[config.mk]
export PLATFORM = sky130hd
export DESIGN_NAME = perip_bus_initiator_flat
export DESIGN_NICKNAME = d
export VERILOG_FILES = /design/src/rtl/perip_bus_initiator_pkg.sv /design/src/rtl/perip_bus_initiator_if.sv /design/src/rtl/perip_bus_initiator.sv /design/src/flat_wrapper.sv
export SDC_FILE = /design/constraint.sdc
export NUM_CORES = 1
export LEC_CHECK = 0
export CORE_MARGIN = 3
export CORE_UTILIZATION = 25
export CTS_CLUSTER_DIAMETER = 150
export DETAILED_ROUTE_END_ITERATION = 10
export GPL_TIMING_DRIVEN = 1
export MAX_ROUTING_LAYER = met4
export PLACE_DENSITY = 0.51
export SYNTH_ARGS = -nofsm -noshare
export SYNTH_HDL_FRONTEND = slang
export SYNTH_SLANG_ARGS = --single-unit
[constraint.sdc]
create_clock -name clk -period 2 [get_ports clk]
set_input_delay 0.4 -clock clk [delete_from_list [all_inputs] [get_ports clk]]
set_output_delay 0.4 -clock clk [all_outputs]
set_load 0.005 [all_outputs]
[src/rtl/perip_bus_initiator_pkg.sv]
// Shared types and constants for the system-peripheral register bus initiator.
package perip_bus_initiator_pkg;

  // Initiator FSM states
  typedef enum logic [1:0] {
    ST_IDLE      = 2'd0,
    ST_WRITE     = 2'd1,
    ST_READ_WAIT = 2'd2,
    ST_RESP      = 2'd3
  } state_t;

  // Register offsets are word aligned; any set bit here marks a bad access
  localparam logic [1:0] ALIGN_MASK = 2'b11;

  // Timer block register offsets on the peripheral bus
  localparam logic [7:0] TIMER_CTRL = 8'h00;
  localparam logic [7:0] TIMER_CMPO = 8'h04;
  localparam logic [7:0] TIMER_CAPI = 8'h08;
  localparam logic [7:0] TIMER_TCOF = 8'h0C;

  // True when the low address bits make the access unaligned
  function automatic logic is_unaligned(input logic [1:0] lsbs);
    return (lsbs & ALIGN_MASK) != 2'b00;
  endfunction

endpackage

[src/rtl/perip_bus_initiator_if.sv]
// Core-side request/response handshake plus peripheral bus signals.
//
// Handshake: a request transfers on a rising edge where req_valid_i and
// req_ready_o are both 1; a response transfers on a rising edge where
// rsp_valid_o and rsp_ready_i are both 1. Once raised, rsp_valid_o and its
// payload stay unchanged until that transfer. The requester keeps its payload
// stable while req_valid_i is high and not yet accepted.
interface perip_bus_initiator_if #(
  parameter int ADDR_W = 8,
  parameter int DATA_W = 32
);
  localparam int SEL_W = DATA_W / 8;

  // core request
  logic              req_valid_i;
  logic              req_ready_o;
  logic              req_we_i;
  logic [ADDR_W-1:0] req_addr_i;
  logic [DATA_W-1:0] req_wdata_i;
  logic [SEL_W-1:0]  req_sel_i;
  // core response
  logic              rsp_valid_o;
  logic              rsp_ready_i;
  logic [DATA_W-1:0] rsp_rdata_o;
  logic              rsp_err_o;
  // peripheral bus
  logic [ADDR_W-1:0] waddr_o;
  logic [DATA_W-1:0] data_o;
  logic [SEL_W-1:0]  sel_o;
  logic              we_o;
  logic [ADDR_W-1:0] raddr_o;
  logic              rd_o;
  logic [DATA_W-1:0] data_i;

  // The initiator itself
  modport master (
    input  req_valid_i, req_we_i, req_addr_i, req_wdata_i, req_sel_i,
    input  rsp_ready_i, data_i,
    output req_ready_o, rsp_valid_o, rsp_rdata_o, rsp_err_o,
    output waddr_o, data_o, sel_o, we_o, raddr_o, rd_o
  );

  // Everything around it: core plus peripheral slaves
  modport slave (
    output req_valid_i, req_we_i, req_addr_i, req_wdata_i, req_sel_i,
    output rsp_ready_i, data_i,
    input  req_ready_o, rsp_valid_o, rsp_rdata_o, rsp_err_o,
    input  waddr_o, data_o, sel_o, we_o, raddr_o, rd_o
  );

endinterface

[src/rtl/perip_bus_initiator.sv]
// Turns one core request into a single-cycle peripheral bus write or read
// strobe and returns exactly one response. One transaction outstanding.
module perip_bus_initiator
  import perip_bus_initiator_pkg::*;
#(
  parameter int ADDR_W = 8,
  parameter int DATA_W = 32,
  parameter int RD_LAT = 1
) (
  input  logic                  clk,
  input  logic                  rst,
  perip_bus_initiator_if.master bus,
  output state_t                o_dbg_state
);

  localparam int SEL_W = DATA_W / 8;
  localparam int CNT_W = (RD_LAT < 1) ? 1 : $clog2(RD_LAT + 1);

  // A zero read latency would sample data the slave has not produced yet
  if (RD_LAT < 1) begin : g_bad_rd_lat
    $error("perip_bus_initiator: RD_LAT must be at least 1");
  end

  state_t            r_state;
  logic              r_req_ready;
  logic              r_rsp_valid;
  logic [DATA_W-1:0] r_rsp_rdata;
  logic              r_rsp_err;
  logic [ADDR_W-1:0] r_waddr;
  logic [DATA_W-1:0] r_data;
  logic [SEL_W-1:0]  r_sel;
  logic              r_we;
  logic [ADDR_W-1:0] r_raddr;
  logic              r_rd;
  logic [CNT_W-1:0]  r_cnt;

  logic w_accept;
  logic w_unaligned;

  assign w_accept    = bus.req_valid_i && r_req_ready;
  assign w_unaligned = is_unaligned(bus.req_addr_i[1:0]);

  // Transaction FSM; every output is a register written here
  always_ff @(posedge clk) begin
    if (rst) begin
      r_state     <= ST_IDLE;
      r_req_ready <= 1'b1;
      r_rsp_valid <= 1'b0;
      r_rsp_rdata <= '0;
      r_rsp_err   <= 1'b0;
      r_waddr     <= '0;
      r_data      <= '0;
      r_sel       <= '0;
      r_we        <= 1'b0;
      r_raddr     <= '0;
      r_rd        <= 1'b0;
      r_cnt       <= '0;
    end else begin
      // strobes are single-cycle pulses unless re-asserted below
      r_we <= 1'b0;
      r_rd <= 1'b0;
      case (r_state)
        ST_IDLE: begin
          if (w_accept) begin
            r_req_ready <= 1'b0;
            if (w_unaligned) begin
              // bad address: answer straight away, bus untouched
              r_state     <= ST_RESP;
              r_rsp_valid <= 1'b1;
              r_rsp_err   <= 1'b1;
              r_rsp_rdata <= '0;
            end else if (bus.req_we_i) begin
              r_state <= ST_WRITE;
              r_we    <= 1'b1;
              r_waddr <= bus.req_addr_i;
              r_data  <= bus.req_wdata_i;
              r_sel   <= bus.req_sel_i;
            end else begin
              r_state <= ST_READ_WAIT;
              r_rd    <= 1'b1;
              r_raddr <= bus.req_addr_i;
              r_cnt   <= CNT_W'(RD_LAT);
            end
          end
        end
        ST_WRITE: begin
          r_state     <= ST_RESP;
          r_rsp_valid <= 1'b1;
          r_rsp_err   <= 1'b0;
          r_rsp_rdata <= '0;
        end
        ST_READ_WAIT: begin
          // counter reaches zero in the cycle the slave data is valid
          if (r_cnt == '0) begin
            r_state     <= ST_RESP;
            r_rsp_valid <= 1'b1;
            r_rsp_err   <= 1'b0;
            r_rsp_rdata <= bus.data_i;
          end else begin
            r_cnt <= r_cnt - CNT_W'(1);
          end
        end
        ST_RESP: begin
          if (bus.rsp_ready_i) begin
            r_state     <= ST_IDLE;
            r_rsp_valid <= 1'b0;
            r_rsp_err   <= 1'b0;
            r_rsp_rdata <= '0;
            r_req_ready <= 1'b1;
          end
        end
        default: begin
          r_state     <= ST_IDLE;
          r_req_ready <= 1'b1;
          r_rsp_valid <= 1'b0;
        end
      endcase
    end
  end

  assign bus.req_ready_o = r_req_ready;
  assign bus.rsp_valid_o = r_rsp_valid;
  assign bus.rsp_rdata_o = r_rsp_rdata;
  assign bus.rsp_err_o   = r_rsp_err;
  assign bus.waddr_o     = r_waddr;
  assign bus.data_o      = r_data;
  assign bus.sel_o       = r_sel;
  assign bus.we_o        = r_we;
  assign bus.raddr_o     = r_raddr;
  assign bus.rd_o        = r_rd;
  assign o_dbg_state     = r_state;

endmodule

[src/flat_wrapper.sv]
// flat-port wrapper written by rule: the top's interface ports become plain ports
module perip_bus_initiator_flat import perip_bus_initiator_pkg::*;
#(
  parameter int ADDR_W = 8,
  parameter int DATA_W = 32,
  parameter int RD_LAT = 1
)
  (clk, rst, o_dbg_state, bus_req_valid_i, bus_req_we_i, bus_req_addr_i, bus_req_wdata_i, bus_req_sel_i, bus_rsp_ready_i, bus_data_i, bus_req_ready_o, bus_rsp_valid_o, bus_rsp_rdata_o, bus_rsp_err_o, bus_waddr_o, bus_data_o, bus_sel_o, bus_we_o, bus_raddr_o, bus_rd_o);
  perip_bus_initiator_if #(.ADDR_W(ADDR_W), .DATA_W(DATA_W)) bus_i ();
  input  logic clk;
  input  logic rst;
  output state_t o_dbg_state;
  input wire logic [$bits(bus_i.req_valid_i)-1:0] bus_req_valid_i;
  input wire logic [$bits(bus_i.req_we_i)-1:0] bus_req_we_i;
  input wire logic [$bits(bus_i.req_addr_i)-1:0] bus_req_addr_i;
  input wire logic [$bits(bus_i.req_wdata_i)-1:0] bus_req_wdata_i;
  input wire logic [$bits(bus_i.req_sel_i)-1:0] bus_req_sel_i;
  input wire logic [$bits(bus_i.rsp_ready_i)-1:0] bus_rsp_ready_i;
  input wire logic [$bits(bus_i.data_i)-1:0] bus_data_i;
  output wire logic [$bits(bus_i.req_ready_o)-1:0] bus_req_ready_o;
  output wire logic [$bits(bus_i.rsp_valid_o)-1:0] bus_rsp_valid_o;
  output wire logic [$bits(bus_i.rsp_rdata_o)-1:0] bus_rsp_rdata_o;
  output wire logic [$bits(bus_i.rsp_err_o)-1:0] bus_rsp_err_o;
  output wire logic [$bits(bus_i.waddr_o)-1:0] bus_waddr_o;
  output wire logic [$bits(bus_i.data_o)-1:0] bus_data_o;
  output wire logic [$bits(bus_i.sel_o)-1:0] bus_sel_o;
  output wire logic [$bits(bus_i.we_o)-1:0] bus_we_o;
  output wire logic [$bits(bus_i.raddr_o)-1:0] bus_raddr_o;
  output wire logic [$bits(bus_i.rd_o)-1:0] bus_rd_o;
  assign bus_i.req_valid_i = bus_req_valid_i;
  assign bus_i.req_we_i = bus_req_we_i;
  assign bus_i.req_addr_i = bus_req_addr_i;
  assign bus_i.req_wdata_i = bus_req_wdata_i;
  assign bus_i.req_sel_i = bus_req_sel_i;
  assign bus_i.rsp_ready_i = bus_rsp_ready_i;
  assign bus_i.data_i = bus_data_i;
  assign bus_req_ready_o = bus_i.req_ready_o;
  assign bus_rsp_valid_o = bus_i.rsp_valid_o;
  assign bus_rsp_rdata_o = bus_i.rsp_rdata_o;
  assign bus_rsp_err_o = bus_i.rsp_err_o;
  assign bus_waddr_o = bus_i.waddr_o;
  assign bus_data_o = bus_i.data_o;
  assign bus_sel_o = bus_i.sel_o;
  assign bus_we_o = bus_i.we_o;
  assign bus_raddr_o = bus_i.raddr_o;
  assign bus_rd_o = bus_i.rd_o;
  perip_bus_initiator #(.ADDR_W(ADDR_W), .DATA_W(DATA_W), .RD_LAT(RD_LAT)) u_core (.clk(clk), .rst(rst), .bus(bus_i), .o_dbg_state(o_dbg_state));
endmodule
---- Word level (Yosys, flattened, before mapping) ----
Index checks and enable logic that the tools add are counted.
word-level totals
  output and inout bits ................... 91
  flip-flop bits (word level) ............. 92
  input port bits ......................... 81
operators by class
  add/subtract/negate cells ............... 1
  bitwise operators ....................... 4
  multiplexer cells ....................... 28
  reductions and logical operators ........ 12
  equality and inequality tests ........... 9
operators with widths
  cell                                                                   number
  32-bit 2-to-1 mux                                                      4
  32-bit case mux with 4 select lines                                    1
  4-bit AND reduction                                                    4
  1-bit 2-to-1 mux                                                       13
  2-bit 2-to-1 mux                                                       5
  2-bit != test, second input constant                                   4
  1-bit case mux with 4 select lines                                     2
  2-bit case mux with 4 select lines                                     1
  3-bit AND reduction                                                    2
  2-bit nonzero test                                                     3
  2-bit equality test, second input constant                             2
  2-bit by 1-bit != test with 1-bit output, second input constant        2
  1-bit NOT                                                              4
  1-bit case mux with 2 select lines                                     2
  4-bit OR reduction                                                     1
  2-bit by 1-bit equality test with 1-bit output, second input constant  1
  2-bit logical NOT                                                      1
  1-bit logical AND                                                      1
  1-bit subtractor, second input constant                                1

---- Longest topological paths before layout ----
Gate-level depths: netlist of the first run.
  depth in word-level cells ............... 4
  gate-level depth with buffers ........... 7
  mapped depth without buffers ............ 5

---- Least setup slack after synthesis of the first run ----
No wires, ideal clock.
  path type ............................... register -> register
  start point ............................. register u_core.r_state[0], in the netlist u_core.o_dbg_state[0]
  end point ............................... register u_core.r_rsp_valid, in the netlist u_core.bus.rsp_valid_o
  arrival time ............................ 1.821 ns
  period minus slack after synthesis ...... 1.944 ns
  library setup time ...................... 0.123 ns
  cell stages (with the launch flop) ...... 6
  path buffers ............................ 0
  path slack .............................. 0.056 ns
  cell sequence ........................... dfxtp_1 -> inv_1 -> ha_1 -> a21boi_1 -> a2111oi_4 -> mux2_1
on the way
  cells in the longest elaborated chain, start to end .. 3
  elaborated cells between the ends (all ways) .. 10
  classes of those cells .................. eq/ne: 7; mux: 1; reduce/logical: 2
RTL lines
  element                                                                                     RTL line                   RTL
  from (decl)                                                                                 perip_bus_initiator.sv:24  state_t r_state;
  from (signal assigned)                                                                      perip_bus_initiator.sv:46  r_state <= ST_IDLE;
  from (signal assigned)                                                                      perip_bus_initiator.sv:68  r_state <= ST_RESP;
  from (signal assigned)                                                                      perip_bus_initiator.sv:73  r_state <= ST_WRITE;
  2-bit equality test / 2-bit logical NOT (equally long branches)                             perip_bus_initiator.sv:62  case (r_state)
  2-bit != test (no line) / 2-bit by 1-bit != test with 1-bit output (equally long branches)  -
  4-bit AND reduction (no line)                                                               -
  to (signal assigned)                                                                        perip_bus_initiator.sv:69  r_rsp_valid <= 1'b1;
  to (signal assigned)                                                                        perip_bus_initiator.sv:88  r_rsp_valid <= 1'b1;
  to (signal assigned)                                                                        perip_bus_initiator.sv:96  r_rsp_valid <= 1'b1;
  to (decl)                                                                                   perip_bus_initiator.sv:26  logic r_rsp_valid;
Several ways; a longest one is shown, not always the timed one.
A chain may end at the register's enable or synchronous reset.

---- Worst setup path in the final report of the first run ----
  start point ............................. register u_core.r_req_ready, in the netlist u_core.bus.req_ready_o
  end point ............................... output port bus_req_ready_o
RTL lines
  element                 RTL line                    RTL
  from (decl)             perip_bus_initiator.sv:25   logic r_req_ready;
  from (signal assigned)  perip_bus_initiator.sv:47   r_req_ready <= 1'b1;
  from (signal assigned)  perip_bus_initiator.sv:65   r_req_ready <= 1'b0;
  from (signal assigned)  perip_bus_initiator.sv:109  r_req_ready <= 1'b1;
  to (decl)               flat_wrapper.sv:20          output wire logic [$bits(bus_i.req_ready_o)-1:0] bus_req_ready_o;
No word-level cell between the ends.

==> results of run 1 <==
cell type report:
| class | instances | area [µm²] |
|---|---|---|
| clock inverters | 5 | 60.1 |
| clock buffers | 11 | 253 |
| inverters | 5 | 18.8 |
| well taps | 211 | 264 |
| flip-flops and latches | 92 | 1840 |
| repair buffers | 194 | 1940 |
| fillers | 1487 | 9030 |
| multi-input cells | 277 | 1900 |
worst min-delay path by stage:
stage | cells past startpoint | endpoint | startpoint
final | 3 | u_core.bus.rsp_valid_o$_SDFFE_PP0P_ | rst
after global routing | 2 | u_core.bus.data_o[11]$_SDFFE_PP0P_ | u_core.bus.data_o[11]$_SDFFE_PP0P_
after CTS | 3 | u_core.bus.rsp_valid_o$_SDFFE_PP0P_ | rst
after detailed placement | 2 | u_core.bus.data_o[31]$_SDFFE_PP0P_ | u_core.bus.data_o[31]$_SDFFE_PP0P_
after global placement | 2 | u_core.bus.data_o[31]$_SDFFE_PP0P_ | u_core.bus.data_o[31]$_SDFFE_PP0P_
after floorplan | 2 | u_core.bus.data_o[0]$_SDFFE_PP0P_ | u_core.bus.data_o[0]$_SDFFE_PP0P_
sequential cells by signal, summed over array words and instances, names as in the netlist:
register,flops
u_core.bus.we_o,1
u_core.r_cnt,1
u_core.bus.req_ready_o,1
u_core.bus.sel_o,4
u_core.bus.rsp_rdata_o,32
u_core.bus.waddr_o,8
u_core.bus.rsp_err_o,1
u_core.bus.rsp_valid_o,1
u_core.bus.raddr_o,8
u_core.bus.rd_o,1
u_core.bus.data_o,32
u_core.o_dbg_state,2
cells in the final DEF, fill, tap and decap left out, types with 2 or more instances in the layout:
cell / instances
ha_1: 3
mux2i_1: 45
nand2b_1: 52
nand2_1: 33
clkbuf_16: 9
nand4_1: 36
dfxtp_2: 2
dfxtp_1: 90
o21bai_1: 2
a31oi_1: 3
clkinv_4: 2
buf_4: 18
nand3_1: 2
nor2b_1: 2
mux2_2: 2
a21oi_1: 38
clkdlybuf4s50_1: 170
nor3b_1: 4
inv_1: 5
buf_12: 5
nor2_1: 6
clkbuf_8: 2
o31ai_1: 36
repair_timing:
action                                  in CTS  in global routing
endpoints found under the setup margin       0                  8
hold endpoints to repair                     0                  0
gates resized for setup                      0                  3
through the flow:
step	hold WS [ns]	power [µW]	worst slack (ns)	utilization, %	cell area, µm²
floorplan	0.465	3100	0.0555	-	3940
global placement	0.455	3890	0.00520	38.9	5960
detailed placement	0.460	3910	-0.0242	38.9	5960
CTS	0.459	5760	0.0869	41.0	6270
global route	0.484	5960	0.0429	41.0	6280
finish	0.465	5640	0.141	41.0	6280
routing by layer:
metal,wire [µm],GRT usage [%],vias up
li1,-,-,1810
met4,105,3.27,0
met1,5690,18.8,1682
met5,0,-,-
met3,936,5.21,10
met2,5660,22.0,153
worst register-to-register path, cell delays in order, from the launching register on:
cell	delay, ns
dfxtp_2	0.35
inv_1	0.09
ha_1	0.23
a21boi_1	0.16
a2111oi_4	0.32
buf_4	0.20
buf_12	0.19
mux2i_1	0.22
power groups by stage:
stage,registers [µW],clock network [µW],logic [µW]
2_1_floorplan,2120,0,977
3_3_place_gp,2120,0,1770
3_5_place_dp,2120,0,1780
4_1_cts,2090,1880,1790
5_1_grt,2110,1930,1930
6_report,2090,1780,1760
kinds of logic (layout without fill, tap and decap cells):
logic type,count (synthesis),after routing,share of synthesized area (%)
buf+inv,48,215,5.21
compound gates,82,82,13.7
mux,48,48,12.3
simple gates,143,143,20.7
fa+ha+maj,4,4,1.27
flops,92,92,46.8
==> metrics.md, run 1 <==
| Metric | Value |
|---|---|
| Status | finished clean |
| Top-count cell post-synth | dfxtp_1 |
| Slew headroom | just under 80% |
| # setup viols final | 0 |
| DR pass1 iterations | 5 |
| R2R Path End | u_core.bus.rsp_rdata_o[24]$_SDFFE_PP0P_ |
| Final cell count without fillers | between 700 and 800 |
| Sequential fraction of the synthesis area | 46.8% |
| Die Width | 131 µm |
| Grt ovf | 0 |
| Post-Syn Nets | 502 |
| Primary FF master, synth | dfxtp_1 |
| Final Hold Fails | 0 |
| Max IR drop VDD | approximately 0.00048 V |
| Floorplan core area | ~0.015 mm² |
| RSZ-0062 raised after global routing | no |
| Io pins | 172 |
| Sw power | ~1700 µW |
| EDFF count, synth | 0 |
| Sequential power share | 37.1% |
| # placed instances | just under 800 |
| Drt wl/cell | 15.6 µm |
| Sw frac | 29.9% |
| Leak | 0.00224 µW |
| R2R depth | 7 |
| Final nets | 664 |
| Row cnt | 45 |
| CTS Hold Bufs | 0 |
| Crit-path cells | buf_4, clkdlybuf4s50_1 |
| Clk sinks | 92 |
| Final wirelength | around 12,000 µm |
| Critical Path Slowest Stage Cell | clkdlybuf4s50_1 |
| Clock share of power | 31.6% |
| Worst-Margin Slew | 0.333 ns |
| Crit path buf inv count | 2 |
| Synth cell types | 31 |
| Final Max Tran Viols | 0 |
| Initial core utilization | 25.7% |
| Min cycle time layout | 1.86 ns |
| Crit-path leading delay family | buffers and inverters |
| Synth Register Bits | 92 |
| Vias in the first global route | 3,740 |
| Largest net degree at the start of global routing | 80 |
| GRT Resource Usage Total | 14.5% |
| Syn Inst Count | 417 |
| HPWL after DPL | ~8600 µm |
| Fraction of layout cells with a size suffix above 1 | 8.56% |
| Internal Pwr Total | around 3900 µW |
| Setup TNS | 0 ns |
| Postcts setup bufs | 0 |
| CTS buffer count | 9 |
| Vias | 3,655 |
| Worst clock skew | 0.00531 ns |
| Power Density | ~900 mW/mm² |
| Top post-synthesis cells by area | dfxtp_1, mux2i_1, nand2b_1, o31ai_1, nand4_1 |
| CTS tree | built |
| H-tree Lvls | 3 |
| Worst Hold Class | in -> reg |
| Commonest cells in the netlist | dfxtp_1, nand2b_1, mux2i_1 |
| Via/cell ratio | 4.60 |
| Maxcap violations | 0 |
| Critical Path Max Stage Delay | between 0.5 and 0.6 ns |
| YS warnings | 0 |
| Fin crit share | 92.9% |
| Startpoint types | register |
| Mapped Avg Cell Area | 9.44 µm² |
| Layout area overhead | 59.6% |
| Comb pwr share | 31.3% |
| Mapped Area | 0.00394 mm² |
| Reg2reg start | u_core.o_dbg_state[0]$_SDFFE_PP0P_ |
| Die area | approximately 0.017 mm² |
| RePlAce Congestion | between 0.7 and 0.8 |
| Number of stages on the worst setup path | 2 |
| Antenna Nets Post-Route | 0 |
| Area leader, netlist | dfxtp_1 |
| I/O Buffers | 171 |
| Critical path peak fanout | 14 |
| Root buffer cell | clkbuf_16 |
| First-pass GRT wire length | 20,200 µm |
| CP Launch Point | u_core.bus.req_ready_o$_SDFFE_PP1P_ |
| Crit path kind | reg -> out |
| Worst Setup End Kind | output pin |
| Initial antenna violation count | 0 |
| Synth top area share | 46.8% |
| End point of the critical path | bus_req_ready_o |
| Fmax | 538 MHz |
| Die Span Y | 131 µm |
| Internal reg-to-reg setup slack | 0.18 ns |
| DRC violations left | 0 |
| Clk buf depth | 2 |
| Worst Path Required | between 1.5 and 2 ns |
| Crit path DAT | approximately 1.5 ns |
| CTS clk-pin slew, worst paths | 0.07 ns |
| # diodes | 0 |
| 1st-iter DRT viols | 247 |
| Clock Latency Late Sink | 0.34 ns |
| Synth async-reset ratio | 0% |
Note: power is estimated with default switching activity, not from simulation.
==> run 2: changes to the inputs <==
- CORE_ASPECT_RATIO: default -> 1.1
==> metrics.md, run 2 (same netlist as run 1, synthesis figures left out) <==
| Metric | Value |
|---|---|
| Io pins | approximately 170 |
| CTS Hold Bufs | 0 |
| HPWL after DPL | 8800 µm |
| Final cell count without fillers | between 700 and 800 |
| Maxcap violations | 0 |
| Worst-Margin Slew | 0.363 ns |
| Fmax | 543 MHz |
| Root buffer cell | clkbuf_16 |
| Layout area overhead | 58.2% |
| Die Width | 126 µm |
| Leak | approximately 0.0022 µW |
| 1st-iter DRT viols | 156 |
| Clk sinks | 92 |
| # setup viols final | 0 |
| Slew headroom | 75.7% |
| Fin crit share | 92.0% |
| Drt wl/cell | roughly 16 µm |
| Critical Path Max Stage Delay | about 0.36 ns |
| Critical path peak fanout | 5 |
| RSZ-0062 raised after global routing | no |
| Critical Path Slowest Stage Cell | dfxtp_1 |
| Status | finished clean |
| Final wirelength | 12,400 µm |
| Worst Hold Class | reg -> reg |
| Crit path kind | reg -> reg |
| Crit-path cells | inv_1, ha_1, and2_1, a2111oi_4, buf_4, buf_4, mux2i_1 |
| GRT Resource Usage Total | 14.6% |
| DRC violations left | 0 |
| Post-CTS resize count | 0 |
| Grt ovf | 0 |
| Clk buf depth | 2 |
| RePlAce Congestion | roughly 0.76 |
| Vias in the first global route | between 3k and 4k |
| Worst Setup End Kind | register |
| Crit path DAT | 2.11 ns |
| H-tree Lvls | 3 |
| I/O Buffers | 171 |
| Commonest non-fill, non-tap cell in the layout | clkdlybuf4s50_1 |
| CTS clk-pin slew, worst paths | 0.06 ns |
| Most frequent cells in the layout | clkdlybuf4s50_1, dfxtp_1, nand2b_1 |
| Worst clock skew | just over 0.009 ns |
| Worst Path Required | 2.27 ns |
| Die Span Y | 138 µm |
| Via/cell ratio | 4.69 |
| Max IR drop VDD | 0.000319 V |
| First-pass GRT wire length | between 15,000 and 20,000 µm |
| Row cnt | 47 |
| Crit-path leading delay family | buffers and inverters |
| Fillers | 1,498 |
| Clock Latency Late Sink | 0.35 ns |
| Die area | 0.0173 mm² |
| Crit path buf inv count | 3 |
| Setup TNS | 0 ns |
| Final Hold Fails | 0 |
| Floorplan core area | about 0.015 mm² |
| Final nets | 668 |
| Initial antenna violation count | 0 |
| Vias | 3,672 |
| CTS tree | built |
| Initial core utilization | 25.8% |
| # placed instances | 768 |
| Final Max Tran Viols | 0 |
| Antenna Nets Post-Route | 0 |
| DR pass1 iterations | 4 |
| Postcts setup bufs | 0 |
| Largest net degree at the start of global routing | 35 |
| # diodes | 0 |
| Startpoint types | register |
| Most used cell, CP | buf_4 |
| CTS buffer count | 9 |
| Fraction of layout cells with a size suffix above 1 | 8.52% |
| Min cycle time layout | approximately 1.8 ns |
| Power Density | approximately 880 mW/mm² |
run 2: metal layers:
layer	wire, µm	GRT usage, %
met1	5660	18.2
met4	172	5.66
met5	0	-
met3	928	4.61
met2	5620	22.0
run 2: cell type report:
| type | instances | area, µm² | area share [%] |
|---|---|---|---|
| tap | 196 | 245 | 3.94 |
| timing repair buffer | 198 | 1950 | 31.3 |
| multi-input combinational | 277 | 1900 | 30.4 |
| clock inverter | 4 | 25.0 | 0.402 |
| inverter | 5 | 18.8 | 0.301 |
| sequential | 92 | 1840 | 29.6 |
| clock buffer | 11 | 253 | 4.06 |
run 2: report_power, final:
part	total, µW	internal, µW	switching [µW]
combinational	1810	953	856
clock	1600	899	706
sequential	2090	1990	103
total	5510	3840	1670
run 2: through the flow:
step / util [%] / hold slack [ns] / instance area [µm²] / setup WS [ns] / power (µW)
after global placement: 39.1 / 0.453 / 5950 / 0.00321 / 3940
final: 40.9 / 0.471 / 6230 / 0.159 / 5510
after detailed placement: 39.1 / 0.460 / 5950 / -0.0197 / 3960
after CTS: 40.9 / 0.472 / 6230 / 0.139 / 5610
after global routing: 40.9 / 0.490 / 6230 / 0.00252 / 5830
after floorplan: - / 0.465 / 3940 / 0.0555 / 3100
run 2: worst paths after layout:
| check | startpoint | to | slack [ns] | cells past startpoint |
|---|---|---|---|---|
| min | u_core.bus.data_o[14]$_SDFFE_PP0P_ | u_core.bus.data_o[14]$_SDFFE_PP0P_ | 0.47 | 2 |
| max | u_core.o_dbg_state[0]$_SDFFE_PP0P_ | u_core.bus.rsp_rdata_o[23]$_SDFFE_PP0P_ | 0.16 | 7 |
| min reg2reg | u_core.bus.data_o[14]$_SDFFE_PP0P_ | u_core.bus.data_o[14]$_SDFFE_PP0P_ | 0.47 | 2 |
| max reg2reg | u_core.o_dbg_state[0]$_SDFFE_PP0P_ | u_core.bus.rsp_rdata_o[23]$_SDFFE_PP0P_ | 0.16 | 7 |
run 2: worst reg2reg max path, delay by kind of cell (launching register included):
| family | cells | cell delay (ns) |
|---|---|---|
| DFF | 1 | 0.36 |
| muxes | 1 | 0.21 |
| buffers and inverters | 3 | 0.47 |
| adders and majority gates | 1 | 0.25 |
| and+or+nand+nor | 1 | 0.21 |
| AOI/OAI and AO/OA | 1 | 0.26 |
==> run 3: changes to the inputs <==
- PLACE_DENSITY: 0.51 -> 0.49
- clock period: 2 -> 2.2 ns (I/O delays scaled with it)
==> metrics.md, run 3 (same netlist as run 1, synthesis figures left out) <==
| Metric | Value |
|---|---|
| Crit-path cells | inv_1, ha_1, a21boi_1, a2111oi_4, buf_4, mux2i_1 |
| Worst-Margin Slew | 0.424 ns |
| Fillers | 1,519 |
| GRT Resource Usage Total | ~14% |
| Die Width | roughly 130 µm |
| Initial core utilization | 25.8% |
| Internal Pwr Total | 3610 µW |
| Fin crit share | 90.2% |
| HPWL after DPL | 8710 µm |
| Postcts setup bufs | 0 |
| Crit path DAT | 2.25 ns |
| Antenna Nets Post-Route | 0 |
| CTS clk-pin slew, worst paths | 0.06 ns |
| Initial antenna violation count | 0 |
| CTS buffer count | 9 |
| Final Hold Fails | 0 |
| CTS tree | built |
| Internal reg-to-reg setup slack | 0.22 ns |
| Multi-input gate area | 0.00190 mm² |
| Comb pwr share | between 20% and 30% |
| Hold Path Origin | u_core.bus.data_o[7]$_SDFFE_PP0P_ |
| Crit path kind | reg -> reg |
| Leak | 0.00222 µW |
| Grt ovf | 0 |
| Largest net degree at the start of global routing | 40 |
| Via/cell ratio | 4.73 |
| DRC violations left | 0 |
| # setup viols final | 0 |
| DP Area | 0.00589 mm² |
| Worst clock skew | 0.00532 ns |
| DR pass1 iterations | 4 |
| Layout area overhead | 57.8% |
| Startpoint types | register |
| Maxcap violations | 0 |
| Hold_ws | about 0.47 ns |
| Final Max Tran Viols | 0 |
| Final wirelength | 12,300 µm |
| R2R depth | 6 |
| H-tree Lvls | 3 |
| Critical Path Slowest Stage Cell | a2111oi_4 |
| Final Cell Area | between 0.006 and 0.007 mm² |
| RSZ-0062 raised after global routing | no |
| Min cycle time layout | 1.98 ns |
| Sw power | 1510 µW |
| Commonest non-fill, non-tap cell in the layout | clkdlybuf4s50_1 |
| Crit-path leading delay family | compound AO/OA/AOI/OAI gates |
| Most frequent cells in the layout | clkdlybuf4s50_1, dfxtp_1, nand2b_1 |
| # placed instances | between 700 and 800 |
| Endpoint, Worst Hold | u_core.bus.data_o[7]$_SDFFE_PP0P_ |
| Crit path buf inv count | 2 |
| Clock share of power | 32.6% |
| Reg2reg start | u_core.o_dbg_state[1]$_SDFFE_PP0P_ |
| Critical Path Max Stage Delay | 0.48 ns |
| Fraction of layout cells with a size suffix above 1 | 7.73% |
| 1st-iter DRT viols | 211 |
| Slew headroom | around 72% |
| Final cell count without fillers | 778 |
| Number of stages on the worst setup path | 6 |
| Worst Path Required | 2.46 ns |
| Tot Pwr | 5120 µW |
| First-pass GRT wire length | 19,400 µm |
| Clk buf depth | 2 |
| R2R Path End | u_core.bus.rsp_rdata_o[28]$_SDFFE_PP0P_ |
| Fmax | around 500 MHz |
| Critical path peak fanout | 12 |
| Vias | roughly 3.7k |
| Status | finished clean |
| Setup TNS | 0 ns |
| # diodes | 0 |
| Final nets | 662 |
| RePlAce Congestion | around 0.80 |
| Power Density | 825 mW/mm² |
| Worst Hold Class | reg -> reg |
| Max IR drop VDD | 0.000341 V |
| Post-CTS resize count | 0 |
| Root buffer cell | clkbuf_16 |
| Io pins | 172 |
| CTS Hold Bufs | 0 |
| Clock Latency Late Sink | 0.34 ns |
| Clk sinks | slightly above 90 |
| I/O Buffers | roughly 170 |
| Drt wl/cell | between 15 and 20 µm |
| Sequential power share | 37.4% |
| Worst Setup End Kind | register |
| Hold depth | 2 |
| Reg area | between 0.0015 and 0.002 mm² |
| Vias in the first global route | approximately 3.7k |
| Die Span Y | 138 µm |
| Sw frac | 29.5% |
| Floorplan core area | 0.0152 mm² |
| Die area | 0.0173 mm² |
| Row cnt | 47 |
[run 3: cell types whose count changed in the layout (fill, tap and decap cells not counted)]
cell,before,now
buf_4,24,19
bufinv_16,0,2
clkinvlp_4,2,0
buf_12,3,2
clkbuf_1,0,1
clkbuf_8,2,1
clkinv_2,2,3
dfxtp_1,92,91
dfxtp_2,0,1
[run 3: worst max-delay path by stage]
| stage | end | start |
|---|---|---|
| 6_report | u_core.bus.rsp_rdata_o[28]$_SDFFE_PP0P_ | u_core.o_dbg_state[1]$_SDFFE_PP0P_ |
| 5_1_grt | u_core.bus.rsp_rdata_o[12]$_SDFFE_PP0P_ | u_core.o_dbg_state[0]$_SDFFE_PP0P_ |
| 4_1_cts | u_core.bus.rsp_rdata_o[28]$_SDFFE_PP0P_ | u_core.o_dbg_state[0]$_SDFFE_PP0P_ |
| 3_5_place_dp | u_core.bus.rsp_rdata_o[28]$_SDFFE_PP0P_ | bus_req_addr_i[1] |
| 3_3_place_gp | u_core.bus.rsp_rdata_o[22]$_SDFFE_PP0P_ | bus_req_addr_i[1] |
| 2_1_floorplan | u_core.bus.rsp_valid_o$_SDFFE_PP0P_ | u_core.o_dbg_state[0]$_SDFFE_PP0P_ |
[run 3: cell type report]
class | instances | share of cell area [%]
Multi-Input combinational cell | 277 | 30.5
Clock buffer | 11 | 3.91
Clock inverter | 5 | 1.21
Sequential cell | 92 | 29.7
Tap cell | 196 | 3.95
Timing Repair Buffer | 192 | 30.4
Inverter | 5 | 0.302
[run 3: metal layers]
layer	wire, µm	GRT usage (%)	share of wire [%]
met4	152	5.00	1.2
met1	5680	18.1	46
met2	5600	22.4	45
met3	903	4.23	7.3
met5	0	-	0
[run 3: per-stage QoR]
| step | utilization (%) | setup slack [ns] |
|---|---|---|
| floorplan | - | 0.256 |
| global placement | 38.7 | 0.0325 |
| detailed placement | 38.7 | -0.0350 |
| CTS | 40.8 | 0.129 |
| global route | 40.8 | 0.0116 |
| finish | 40.8 | 0.216 |
[run 3: power groups by stage]
stage,logic [µW],registers (µW),clock network (µW)
after floorplan,888,1930,0
after global placement,1540,1950,0
after detailed placement,1550,1950,0
after CTS,1550,1920,1730
after global routing,1670,1940,1790
final,1530,1920,1670
[run 3: tightest hold or removal path, delay by kind of cell (launching register included)]
| family | cells | cell delay, ns |
|---|---|---|
| DFF | 1 | 0.31 |
| AOI/OAI and AO/OA | 2 | 0.12 |
